`src/rtl/matbi_dma_burst_engine.sv`:
```
// rtl/matbi_dma_burst_engine.sv - AXI4 read/write burst DMA with 4 KB-safe bursts and ap_ctrl start/done
// Optional MATBI_DMA_PERF_CNT_EN adds per-channel cycle counters rdma_cycles/wdma_cycles.
module matbi_dma_burst_engine #(
  parameter int C_M_AXI_ADDR_WIDTH = 32,
  parameter int C_M_AXI_DATA_WIDTH = 64,
  parameter int C_MAX_BURST_LEN    = 16
) (
  input  logic                            ap_clk,
  input  logic                            areset,
  input  logic                            ap_start,
  output logic                            ap_idle,
  output logic                            ap_done,
  output logic                            ap_ready,
  output logic                            ap_err,
  input  logic [31:0]                     rdma_transfer_byte,
  input  logic [C_M_AXI_ADDR_WIDTH-1:0]   rdma_mem_ptr,
  input  logic [31:0]                     wdma_transfer_byte,
  input  logic [C_M_AXI_ADDR_WIDTH-1:0]   wdma_mem_ptr,
  output logic                            m_axi_arvalid,
  input  logic                            m_axi_arready,
  output logic [C_M_AXI_ADDR_WIDTH-1:0]   m_axi_araddr,
  output logic [7:0]                      m_axi_arlen,
  output logic [2:0]                      m_axi_arsize,
  output logic [1:0]                      m_axi_arburst,
  input  logic                            m_axi_rvalid,
  output logic                            m_axi_rready,
  input  logic [C_M_AXI_DATA_WIDTH-1:0]   m_axi_rdata,
  input  logic                            m_axi_rlast,
  input  logic [1:0]                      m_axi_rresp,
  output logic                            m_axi_awvalid,
  input  logic                            m_axi_awready,
  output logic [C_M_AXI_ADDR_WIDTH-1:0]   m_axi_awaddr,
  output logic [7:0]                      m_axi_awlen,
  output logic [2:0]                      m_axi_awsize,
  output logic [1:0]                      m_axi_awburst,
  output logic                            m_axi_wvalid,
  input  logic                            m_axi_wready,
  output logic [C_M_AXI_DATA_WIDTH-1:0]   m_axi_wdata,
  output logic [C_M_AXI_DATA_WIDTH/8-1:0] m_axi_wstrb,
  output logic                            m_axi_wlast,
  input  logic                            m_axi_bvalid,
  output logic                            m_axi_bready,
  input  logic [1:0]                      m_axi_bresp,
  output logic [C_M_AXI_DATA_WIDTH-1:0]   out_r_din,
  input  logic                            out_r_full_n,
  output logic                            out_r_write,
  input  logic [C_M_AXI_DATA_WIDTH-1:0]   in_r_dout,
  input  logic                            in_r_empty_n,
  output logic                            in_r_read
`ifdef MATBI_DMA_PERF_CNT_EN
  ,
  output logic [31:0]                     rdma_cycles,
  output logic [31:0]                     wdma_cycles
`endif
);
  localparam int AW  = C_M_AXI_ADDR_WIDTH;
  localparam int BPB = C_M_AXI_DATA_WIDTH / 8;
  localparam int LG  = $clog2(BPB);

  typedef enum logic [1:0] {R_IDLE, R_ADDR, R_DATA, R_DONE} rd_state_e;
  typedef enum logic [2:0] {W_IDLE, W_ADDR, W_DATA, W_RESP, W_DONE} wr_state_e;

  rd_state_e     rd_state_q;
  wr_state_e     wr_state_q;
  logic          start_q, idle_q, done_q, err_q;
  logic          arvalid_q, awvalid_q, bready_q;
  logic [AW-1:0] raddr_q, waddr_q;
  logic [31:0]   rrem_q, wrem_q;
  logic [7:0]    wcnt_q;

  logic [31:0]   rd_total_d, wr_total_d, rd_beats_d, wr_beats_d;
  logic          start_edge_d, r_fire_d, w_fire_d, b_fire_d;

  // Largest burst that fits the remaining count, the beat cap and the current 4 KB page.
  function automatic logic [31:0] burst_beats(input logic [31:0] rem, input logic [11:0] page_off);
    logic [31:0] lim;
    lim = (32'd4096 - {20'd0, page_off}) >> LG;
    if (lim > 32'(C_MAX_BURST_LEN)) lim = 32'(C_MAX_BURST_LEN);
    return (rem < lim) ? rem : lim;
  endfunction

  assign start_edge_d = ap_start & ~start_q & idle_q;
  assign rd_total_d   = rdma_transfer_byte >> LG;
  assign wr_total_d   = wdma_transfer_byte >> LG;
  assign rd_beats_d   = burst_beats(rrem_q, raddr_q[11:0]);
  assign wr_beats_d   = burst_beats(wrem_q, waddr_q[11:0]);

  assign m_axi_rready = (rd_state_q == R_DATA) & out_r_full_n;
  assign r_fire_d     = m_axi_rvalid & m_axi_rready;
  assign out_r_write  = r_fire_d;
  assign out_r_din    = m_axi_rdata;

  assign m_axi_wvalid = (wr_state_q == W_DATA) & in_r_empty_n;
  assign w_fire_d     = m_axi_wvalid & m_axi_wready;
  assign in_r_read    = w_fire_d;
  assign m_axi_wdata  = in_r_dout;
  assign m_axi_wstrb  = '1;
  assign m_axi_wlast  = (wr_state_q == W_DATA) && (wcnt_q == 8'd0);
  assign b_fire_d     = m_axi_bvalid & bready_q;
  assign m_axi_bready = bready_q;

  assign m_axi_arvalid = arvalid_q;
  assign m_axi_araddr  = raddr_q;
  assign m_axi_arlen   = 8'(rd_beats_d - 32'd1);
  assign m_axi_arsize  = 3'(LG);
  assign m_axi_arburst = 2'b01;
  assign m_axi_awvalid = awvalid_q;
  assign m_axi_awaddr  = waddr_q;
  assign m_axi_awlen   = 8'(wr_beats_d - 32'd1);
  assign m_axi_awsize  = 3'(LG);
  assign m_axi_awburst = 2'b01;

  assign ap_idle  = idle_q;
  assign ap_done  = done_q;
  assign ap_ready = done_q;
  assign ap_err   = err_q;

  always_ff @(posedge ap_clk or posedge areset) begin
    if (areset) begin
      rd_state_q <= R_IDLE;
      wr_state_q <= W_IDLE;
      start_q    <= 1'b0;
      idle_q     <= 1'b1;
      done_q     <= 1'b0;
      err_q      <= 1'b0;
      arvalid_q  <= 1'b0;
      awvalid_q  <= 1'b0;
      bready_q   <= 1'b0;
      raddr_q    <= '0;
      waddr_q    <= '0;
      rrem_q     <= '0;
      wrem_q     <= '0;
      wcnt_q     <= '0;
    end else begin
      start_q <= ap_start;
      done_q  <= 1'b0;
      if ((r_fire_d && m_axi_rresp != 2'b00) || (b_fire_d && m_axi_bresp != 2'b00))
        err_q <= 1'b1;
      if (start_edge_d) begin
        idle_q     <= 1'b0;
        err_q      <= 1'b0;
        raddr_q    <= rdma_mem_ptr & ~AW'(BPB - 1);
        waddr_q    <= wdma_mem_ptr & ~AW'(BPB - 1);
        rrem_q     <= rd_total_d;
        wrem_q     <= wr_total_d;
        rd_state_q <= (rd_total_d == 32'd0) ? R_DONE : R_ADDR;
        wr_state_q <= (wr_total_d == 32'd0) ? W_DONE : W_ADDR;
        arvalid_q  <= (rd_total_d != 32'd0);
        awvalid_q  <= (wr_total_d != 32'd0);
      end else if (!idle_q) begin
        case (rd_state_q)
          R_ADDR: if (m_axi_arready) begin
            arvalid_q  <= 1'b0;
            rrem_q     <= rrem_q - rd_beats_d;
            raddr_q    <= raddr_q + AW'(rd_beats_d << LG);
            rd_state_q <= R_DATA;
          end
          R_DATA: if (r_fire_d && m_axi_rlast) begin
            rd_state_q <= (rrem_q != 32'd0) ? R_ADDR : R_DONE;
            arvalid_q  <= (rrem_q != 32'd0);
          end
          default: ;
        endcase
        case (wr_state_q)
          W_ADDR: if (m_axi_awready) begin
            awvalid_q  <= 1'b0;
            wrem_q     <= wrem_q - wr_beats_d;
            waddr_q    <= waddr_q + AW'(wr_beats_d << LG);
            wcnt_q     <= 8'(wr_beats_d - 32'd1);
            wr_state_q <= W_DATA;
          end
          W_DATA: if (w_fire_d) begin
            if (wcnt_q == 8'd0) begin
              bready_q   <= 1'b1;
              wr_state_q <= W_RESP;
            end else begin
              wcnt_q <= wcnt_q - 8'd1;
            end
          end
          // Only one write burst in flight: the next AW waits for this response.
          W_RESP: if (m_axi_bvalid) begin
            bready_q   <= 1'b0;
            wr_state_q <= (wrem_q != 32'd0) ? W_ADDR : W_DONE;
            awvalid_q  <= (wrem_q != 32'd0);
          end
          default: ;
        endcase
        if (rd_state_q == R_DONE && wr_state_q == W_DONE) begin
          done_q     <= 1'b1;
          idle_q     <= 1'b1;
          rd_state_q <= R_IDLE;
          wr_state_q <= W_IDLE;
        end
      end
    end
  end

`ifdef MATBI_DMA_PERF_CNT_EN
  logic [31:0] rcyc_q, wcyc_q;

  always_ff @(posedge ap_clk or posedge areset) begin
    if (areset) begin
      rcyc_q <= '0;
      wcyc_q <= '0;
    end else if (start_edge_d) begin
      rcyc_q <= '0;
      wcyc_q <= '0;
    end else if (!idle_q) begin
      if (rd_state_q != R_DONE && rcyc_q != '1) rcyc_q <= rcyc_q + 32'd1;
      if (wr_state_q != W_DONE && wcyc_q != '1) wcyc_q <= wcyc_q + 32'd1;
    end
  end

  assign rdma_cycles = rcyc_q;
  assign wdma_cycles = wcyc_q;
`endif
endmodule

```
`config.mk`:
```
export PLATFORM = sky130hd
export DESIGN_NAME = matbi_dma_burst_engine
export DESIGN_NICKNAME = d
export VERILOG_FILES = /design/src/rtl/matbi_dma_burst_engine.sv
export SDC_FILE = /design/constraint.sdc
export NUM_CORES = 1
export LEC_CHECK = 0
export CAP_MARGIN = 15
export CORE_ASPECT_RATIO = 1.4
export CORE_MARGIN = 5
export CORE_UTILIZATION = 36
export DETAILED_ROUTE_END_ITERATION = 10
export PLACE_DENSITY_LB_ADDON = 0.12
export RECOVER_POWER = 25
export SLEW_MARGIN = 15
export SYNTH_ARGS = -nofsm -noshare
export SYNTH_HDL_FRONTEND = slang
export SYNTH_SLANG_ARGS = --single-unit
```
`constraint.sdc`:
```
create_clock -name ap_clk -period 8 [get_ports ap_clk]
set_clock_uncertainty 0.05 [all_clocks]
set_input_delay 1.6 -clock ap_clk [delete_from_list [all_inputs] [get_ports ap_clk]]
set_output_delay 1.6 -clock ap_clk [all_outputs]
set_load 0.01 [all_outputs]
```
==> results of run 1 <==
-- worst min path at each step --
stage	startpoint	endpoint	slack, ns	depth (start not counted)
CTS	rrem_q[19]	rrem_q[19]	0.45	2
floorplan	wcnt_q[6]	wcnt_q[6]	0.41	2
global placement	rrem_q[19]	rrem_q[19]	0.43	2
finish	rrem_q[19]	rrem_q[19]	0.46	2
global route	rrem_q[30]	rrem_q[30]	0.48	2
detailed placement	rrem_q[19]	rrem_q[19]	0.44	2
-- power by group through the flow --
stage	combinational [uW]	clock, uW	sequential, uW
2_1_floorplan	2000	0	1260
3_3_place_gp	2790	0	1300
3_5_place_dp	2830	0	1310
4_1_cts	2840	845	1300
5_1_grt	3170	874	1340
6_report	2820	822	1290
-- cell type report --
type	instances	share of cell area (%)
inverter	68	1.59
sequential	142	22.1
clock buffer	26	3.04
timing repair buffer	233	14.3
multi-input combinational	1390	54.7
clock inverter	6	0.544
tap	473	3.68
antenna	1	0.0156
-- cell usage after synthesis (all sizes together) (37+ instances only) --
cell / instances / share of area (%)
a21oi: 129 / 4.7
xnor2: 44 / 2.8
dfrtp: 141 / 26
o21ai: 121 / 4.4
a31oi: 37 / 1.7
buf: 165 / 8.8
nand2: 173 / 4.7
clkbuf: 55 / 1.5
ha: 99 / 9.0
a21o: 52 / 2.8
nor2: 140 / 3.8
nand3: 44 / 1.6
nor3: 56 / 2.1
inv: 67 / 1.8
-- critical path, delay by kind of cell (launching register included) --
family	cells	cell delay [ns]
buffers and inverters	3	1.11
flip-flops	1	0.59
AO/OA/AOI/OAI	5	1.35
adder cells (fa/ha/maj)	1	0.33
XOR/XNOR	1	0.22
AND/OR/NAND/NOR	6	1.83
-- cell families (layout without fill, tap and decap cells) --
group / count (synthesis) / count (layout)
AOI/OAI and AO/OA: 544 / 544
xor gates and xnor gates: 64 / 64
adders and majority gates: 103 / 103
buffers and inverters: 288 / 333
DFF: 142 / 142
muxes: 17 / 17
other: 2 / 71
and+or+nand+nor: 592 / 592
-- metrics by stage --
step	area (um2)	setup slack, ns
final	16100	0.492
after global routing	16100	0.0444
after CTS	16100	0.352
after detailed placement	15500	0.864
after global placement	15500	0.965
after floorplan	14000	1.91
-- metal layers --
layer / global-route usage, % / vias to the layer above / wire (um)
li1: - / 6377 / -
met1: 23.4 / 6202 / 17500
met2: 38.8 / 365 / 23800
met3: 3.38 / 113 / 1940
met4: 8.50 / 0 / 1620
met5: 0 / - / 0
-- cells in the final DEF (no fill, tap or decap), types with 17 or more instances in the layout --
cell and n:
nand2_1 172, a22oi_1 31, ha_1 99, nor4_1 24, inv_1 65, nor3_1 54
conb_1 70, a21oi_1 129, nand4_1 18, nor2_1 138, nand2b_1 21, dfrtp_1 141
xnor2_1 44, a31oi_1 37, o21a_1 20, nand3_1 44, xor2_1 20, and3_1 17
o211ai_1 33, dlygate4sd3_1 45, or3_1 19, a21o_1 52, clkbuf_16 17, nor2b_1 17
o21ai_0 110, clkdlybuf4s50_1 171
-- state kept, by name, summed over array words and instances, names as in the netlist, 2 cells and up --
register and flops:
wr_state_q 3, rrem_q 32, wrem_q 32, rd_state_q 2, wcnt_q 8, m_axi_araddr 29
m_axi_awaddr 29
==> reports/results.ini, run 1 <==
[setup_path]
slowest_delay_ns=0.65
endpoint_kind=output port
r2r-start=m_axi_awaddr[7]
reg2reg_to=wrem_q[10]
crit_path_start_kind=flop
cp-endpoint=m_axi_awlen[7]
crit_required_ns=6.35
startpoint=m_axi_awaddr[7]
critPathKind=reg2out
path_common_cell=nand2_1
ff2ff_setup_slack_ns=1.00
path_cells=clkinv_1, a21bo_2, a21oi_1, or4b_2, ha_1, a211oi_1, nand2_1, nor3_1, a221oi_1, nor2_1, o21a_1, inv_2, nor4_2, nand2_1, xnor2_1, clkdlybuf4s50_1
cp.arrival_ns=5.86
cp_slowest_cell=or4b_2
rr_worst_depth=23
path_max_fanout=11

[timing]
slew_headroom_pct=-156
rsz0062_at_grt=false
finalCritPeriodShare_pct=93.8
tightestPinTransition_ns=3.82
fmax_mhz=133
hold_violations=0
fin_setup_tns_ns=0
slew_viol_final=80
holdWs_ns=0.456
setup_violations=0
post-route-min-period_ns=7.51

[global_routing]
grt_pass1_vias=12700
antenna_found_initial=2
grt_pass1_wl_um=70200
grt_usage_pct=20.7
grt_max_degree=80
grt-ovfl-total=0

[cells_and_area]
multiInputGateArea_mm2=0.00880
nets=2226
ff_latch_area_mm2=0.00355
layout.cells.non_filler=2339
area_growth_pct=17.1
nFillCells=3854
post-route-util_pct=42.8
layout-drive-gt1-share_pct=4.50

[route]
first_iter_violations=757
ant_nets=0
drcViolationCount=0
routed_wl_um=44800
wire_per_inst_um=19.2
first_pass_iters=8
vias_per_cell=5.58
vias=13100

[logic_synthesis]
synthFlopType=dfrtp_1
synthCells=1752
synth-seq-cells=142
yosysUniqueCellTypes=87
synth_edf_count=0
synthXorXnorAreaFrac_pct=4.08
synth_top_family_by_area=compound AO/OA/AOI/OAI gates
synth_mux_area_share_pct=1.27
yosys_warnings=0
syn_area_per_cell_um2=7.84
synthesis.area_mm2=0.0137
async_flop_share_pct=100
synth_adder_area_share_pct=9.60
synth_simple_gate_area_share_pct=21.1
ys_seq_area_share_pct=25.9
synth_compound_area_share_pct=25.9

[power_and_ir_drop]
p_sw_uw=2200
comb_power_share_pct=57.1
p_leak_uw=0.00688
ir_worst_vdd_mv=0.168
p_per_area_mw_per_mm2=307
totalPowerFinal_uw=4930
switching_share_pct=44.6
seq_power_share_pct=26.2
p_clk_share_pct=16.7
p_int_uw=2730

[clock_network]
numCtsBuffers=17
clk_latency_ns=0.44
cts_hold_buf=0
h-tree-depth=4
cts.path.max_buffers=2
cts-root-buf=clkbuf_16
clock_sinks=142
cts_tree=yes
cts_resized=0
clkTransAtPathRegs_ns=0.07
cts_setup_buffers=0

[place]
place_inst=2306
gp_congestion=0.872
numPortBuffers=216
dp_hpwl_um=34000

[floorplan]
ios=509
die-width_um=175
die-area_mm2=0.0422
fp.dieH_um=241
start_util_pct=36.5
coreArea_mm2=0.0376
num_rows=84

[run_status]
status=complete, but fails checks
failed_checks=max-capacitance violations, max-slew violations

[flow_run]
max_cap_viol_count=1

[hold_path]
hold_class=reg2reg

No activity file was read; power rests on OpenSTA's default activity.
==> run 2: changes to the inputs <==
--- a/config.mk
+++ b/config.mk
@@ -5,6 +5,7 @@
 export SDC_FILE = /design/constraint.sdc
 export NUM_CORES = 1
 export LEC_CHECK = 0
+export ABC_AREA = 1
 export CAP_MARGIN = 15
 export CORE_ASPECT_RATIO = 1.4
 export CORE_MARGIN = 5
==> reports/results.ini, run 2 <==
[run_status]
status=complete, but fails checks
failed_checks=max-capacitance violations, max-slew violations

[timing]
post-route-min-period_ns=6.41  ; -1.09 ns
finalCritPeriodShare_pct=80.2  ; -14 points
rsz0062_at_grt=false
tightestPinTransition_ns=4.53  ; +0.706 ns
slew_viol_final=91  ; +14%
fmax_mhz=156  ; +17%
fin_setup_tns_ns=0  ; unchanged
slew_headroom_pct=-204  ; -47 points
hold_violations=0  ; unchanged
holdWs_ns=0.462  ; +0.00631 ns
setup_violations=0  ; unchanged

[logic_synthesis]
synth-seq-cells=142  ; unchanged
synthCells=2198  ; +25%
synth_area_leaders=dfrtp_1, nand2_1, ha_1, buf_4, inv_1
syn_area_per_cell_um2=6.57  ; -16%
async_flop_share_pct=100  ; unchanged
ys_seq_area_share_pct=24.6  ; -1.3 points
yosys.area.top_type=dfrtp_1
yosysMostFrequentCell=nand2_1
yosysUniqueCellTypes=58  ; -33%
yosys_warnings=0  ; unchanged
synth_top_area_share_pct=24.4  ; -1.3 points
synthesis.area_mm2=0.0145  ; +5.2%
synth_edf_count=0  ; unchanged
yosys-top-cells-count=nand2_1, inv_1, nor2_1, o21ai_0, buf_4
synthFlopType=dfrtp_1

[floorplan]
die-width_um=179  ; +2.4%
coreArea_mm2=0.0395  ; +5.0%
fp.dieH_um=247  ; +2.5%
ios=509  ; unchanged
num_rows=86  ; +2.4%
die-area_mm2=0.0443  ; +4.9%
start_util_pct=36.6  ; +0.086 points

[setup_path]
path_common_cell=ha_1
crit_path_start_kind=flop
slowest_delay_ns=0.66  ; about the same
path_max_fanout=17  ; +6
crit_required_ns=6.35  ; about the same
endpoint_kind=output port
cp_slowest_cell=o21ai_1
path_cells=inv_1, ha_1, nand3_1, xor2_1, inv_1, nand2_1, inv_2, nor2_2, nand2_1, ha_1, a21oi_1, o21ai_1, nand4_1, o211ai_1, nand4_1, nand2_2, o21ai_1, ha_1, nand3_1, xor2_1, clkdlybuf4s50_1
r2r-start=m_axi_araddr[4]
cp.arrival_ns=4.76  ; -1.10 ns
startpoint=m_axi_araddr[4]
critPathKind=reg2out

[cells_and_area]
mostFrequentLayoutCell=nand2_1
top_regs=rrem_q x32, wrem_q x32
layout-drive-gt1-share_pct=5.05  ; +0.55 points
nets=2676  ; +20%
post-route-util_pct=42.7  ; -0.092 points
stdcell_area_mm2=0.0168  ; +4.7%
final_cell_mix=nand2_1, inv_1, nor2_1
area_growth_pct=16.6

[clock_network]
cts_hold_buf=0  ; unchanged
cts_tree=yes
clkTransAtPathRegs_ns=0.07  ; about the same
cts.path.max_buffers=2  ; unchanged
cts_setup_buffers=0  ; unchanged
cts_resized=0  ; unchanged
h-tree-depth=4  ; unchanged
numCtsBuffers=17  ; unchanged
clock_sinks=142  ; unchanged
clk_latency_ns=0.45  ; about the same
cts-root-buf=clkbuf_16

[hold_path]
hold_class=reg2reg
worstHoldStart=m_axi_arvalid

[power_and_ir_drop]
p_leak_uw=0.00829  ; +21%
p_per_area_mw_per_mm2=345  ; +13%
ir_worst_vdd_mv=0.134  ; -20%

[route]
drcViolationCount=0  ; unchanged
routed_wl_um=47100  ; +5.0%
vias_per_cell=5.05  ; -9.6%
vias=14400  ; +10%
first_pass_iters=6  ; -2
ant_nets=0  ; unchanged
first_iter_violations=641  ; -15%
wire_per_inst_um=16.5  ; -14%

[global_routing]
grt_pass1_vias=14200  ; +12%
antenna_found_initial=5  ; +3
grt_max_degree=91  ; +14%
grt_usage_pct=21.0  ; +0.22 points
grt-ovfl-total=0  ; unchanged
grt_pass1_wl_um=74100  ; +5.7%

[place]
dpl_cell_area_mm2=0.0163  ; +4.8%
gp_congestion=0.892  ; +2.3%
dp_hpwl_um=36200  ; +6.5%
numPortBuffers=216  ; unchanged

[flow_run]
max_cap_viol_count=1  ; unchanged

## run 2: final cells by class
class,instances,area (um2)
fill,4137,22600
multi-input combinational,1628,8720
sequential,142,3550
timing repair buffer,225,2230
inverter,288,1080
tap,528,661
clock buffer,19,433
clock inverter,13,165
antenna,2,5.00
## run 2: final timing paths
path                            cells after the start  slack [ns]               end
worst max-delay path                               21        1.59    m_axi_arlen[4]
worst min-delay path                                2        0.46     m_axi_arvalid
worst max register to register                     41        1.81        rrem_q[28]
worst min register to register                      2        0.46     m_axi_arvalid
max in group asynchronous                           3        2.78  m_axi_awaddr[23]
min in group asynchronous                           2        2.92         wcnt_q[2]
## run 2: power breakdown
group          internal, uW  switching (uW)
clock                   492             358
combinational          1380            2190
sequential             1040             361
total                  2910            2910
## run 2: critical path, delay by kind of cell, from the launching register on
family	cells	cell delay (ns)
AO/OA/AOI/OAI	4	0.99
flip-flops	1	0.40
adder cells (fa/ha/maj)	3	0.84
AND/OR/NAND/NOR	8	0.94
buffers and inverters	4	0.84
XOR/XNOR	2	0.31
## run 2: cell families (layout without fill, tap and decap cells)
family | after synthesis | after routing | synth area share, %
compound gates | 443 | 443 | 17.5
buf+inv | 496 | 545 | 16.9
flops | 142 | 142 | 24.6
fa+ha+maj | 103 | 103 | 9.13
other cells | 2 | 72 | 0.0520
xor+xnor | 54 | 54 | 3.27
simple gates | 958 | 958 | 28.5
## run 2: metal layers
metal | up-vias | wire [um] | part of all wire [%] | track usage, %
li1 | 7257 | - | - | -
met1 | 6602 | 18600 | 39 | 23.3
met2 | 349 | 24200 | 51 | 38.4
met3 | 146 | 2440 | 5.2 | 4.39
met4 | 6 | 1840 | 3.9 | 8.52
met5 | - | 41 | 0.087 | 0
## run 2: through the flow
step	power [uW]	std cells	setup WS, ns
floorplan	3880	2266	2.54
global placement	4890	2811	1.97
detailed placement	4950	2811	1.83
CTS	5840	2843	1.51
global route	6410	2843	1.05
finish	5820	2845	1.59
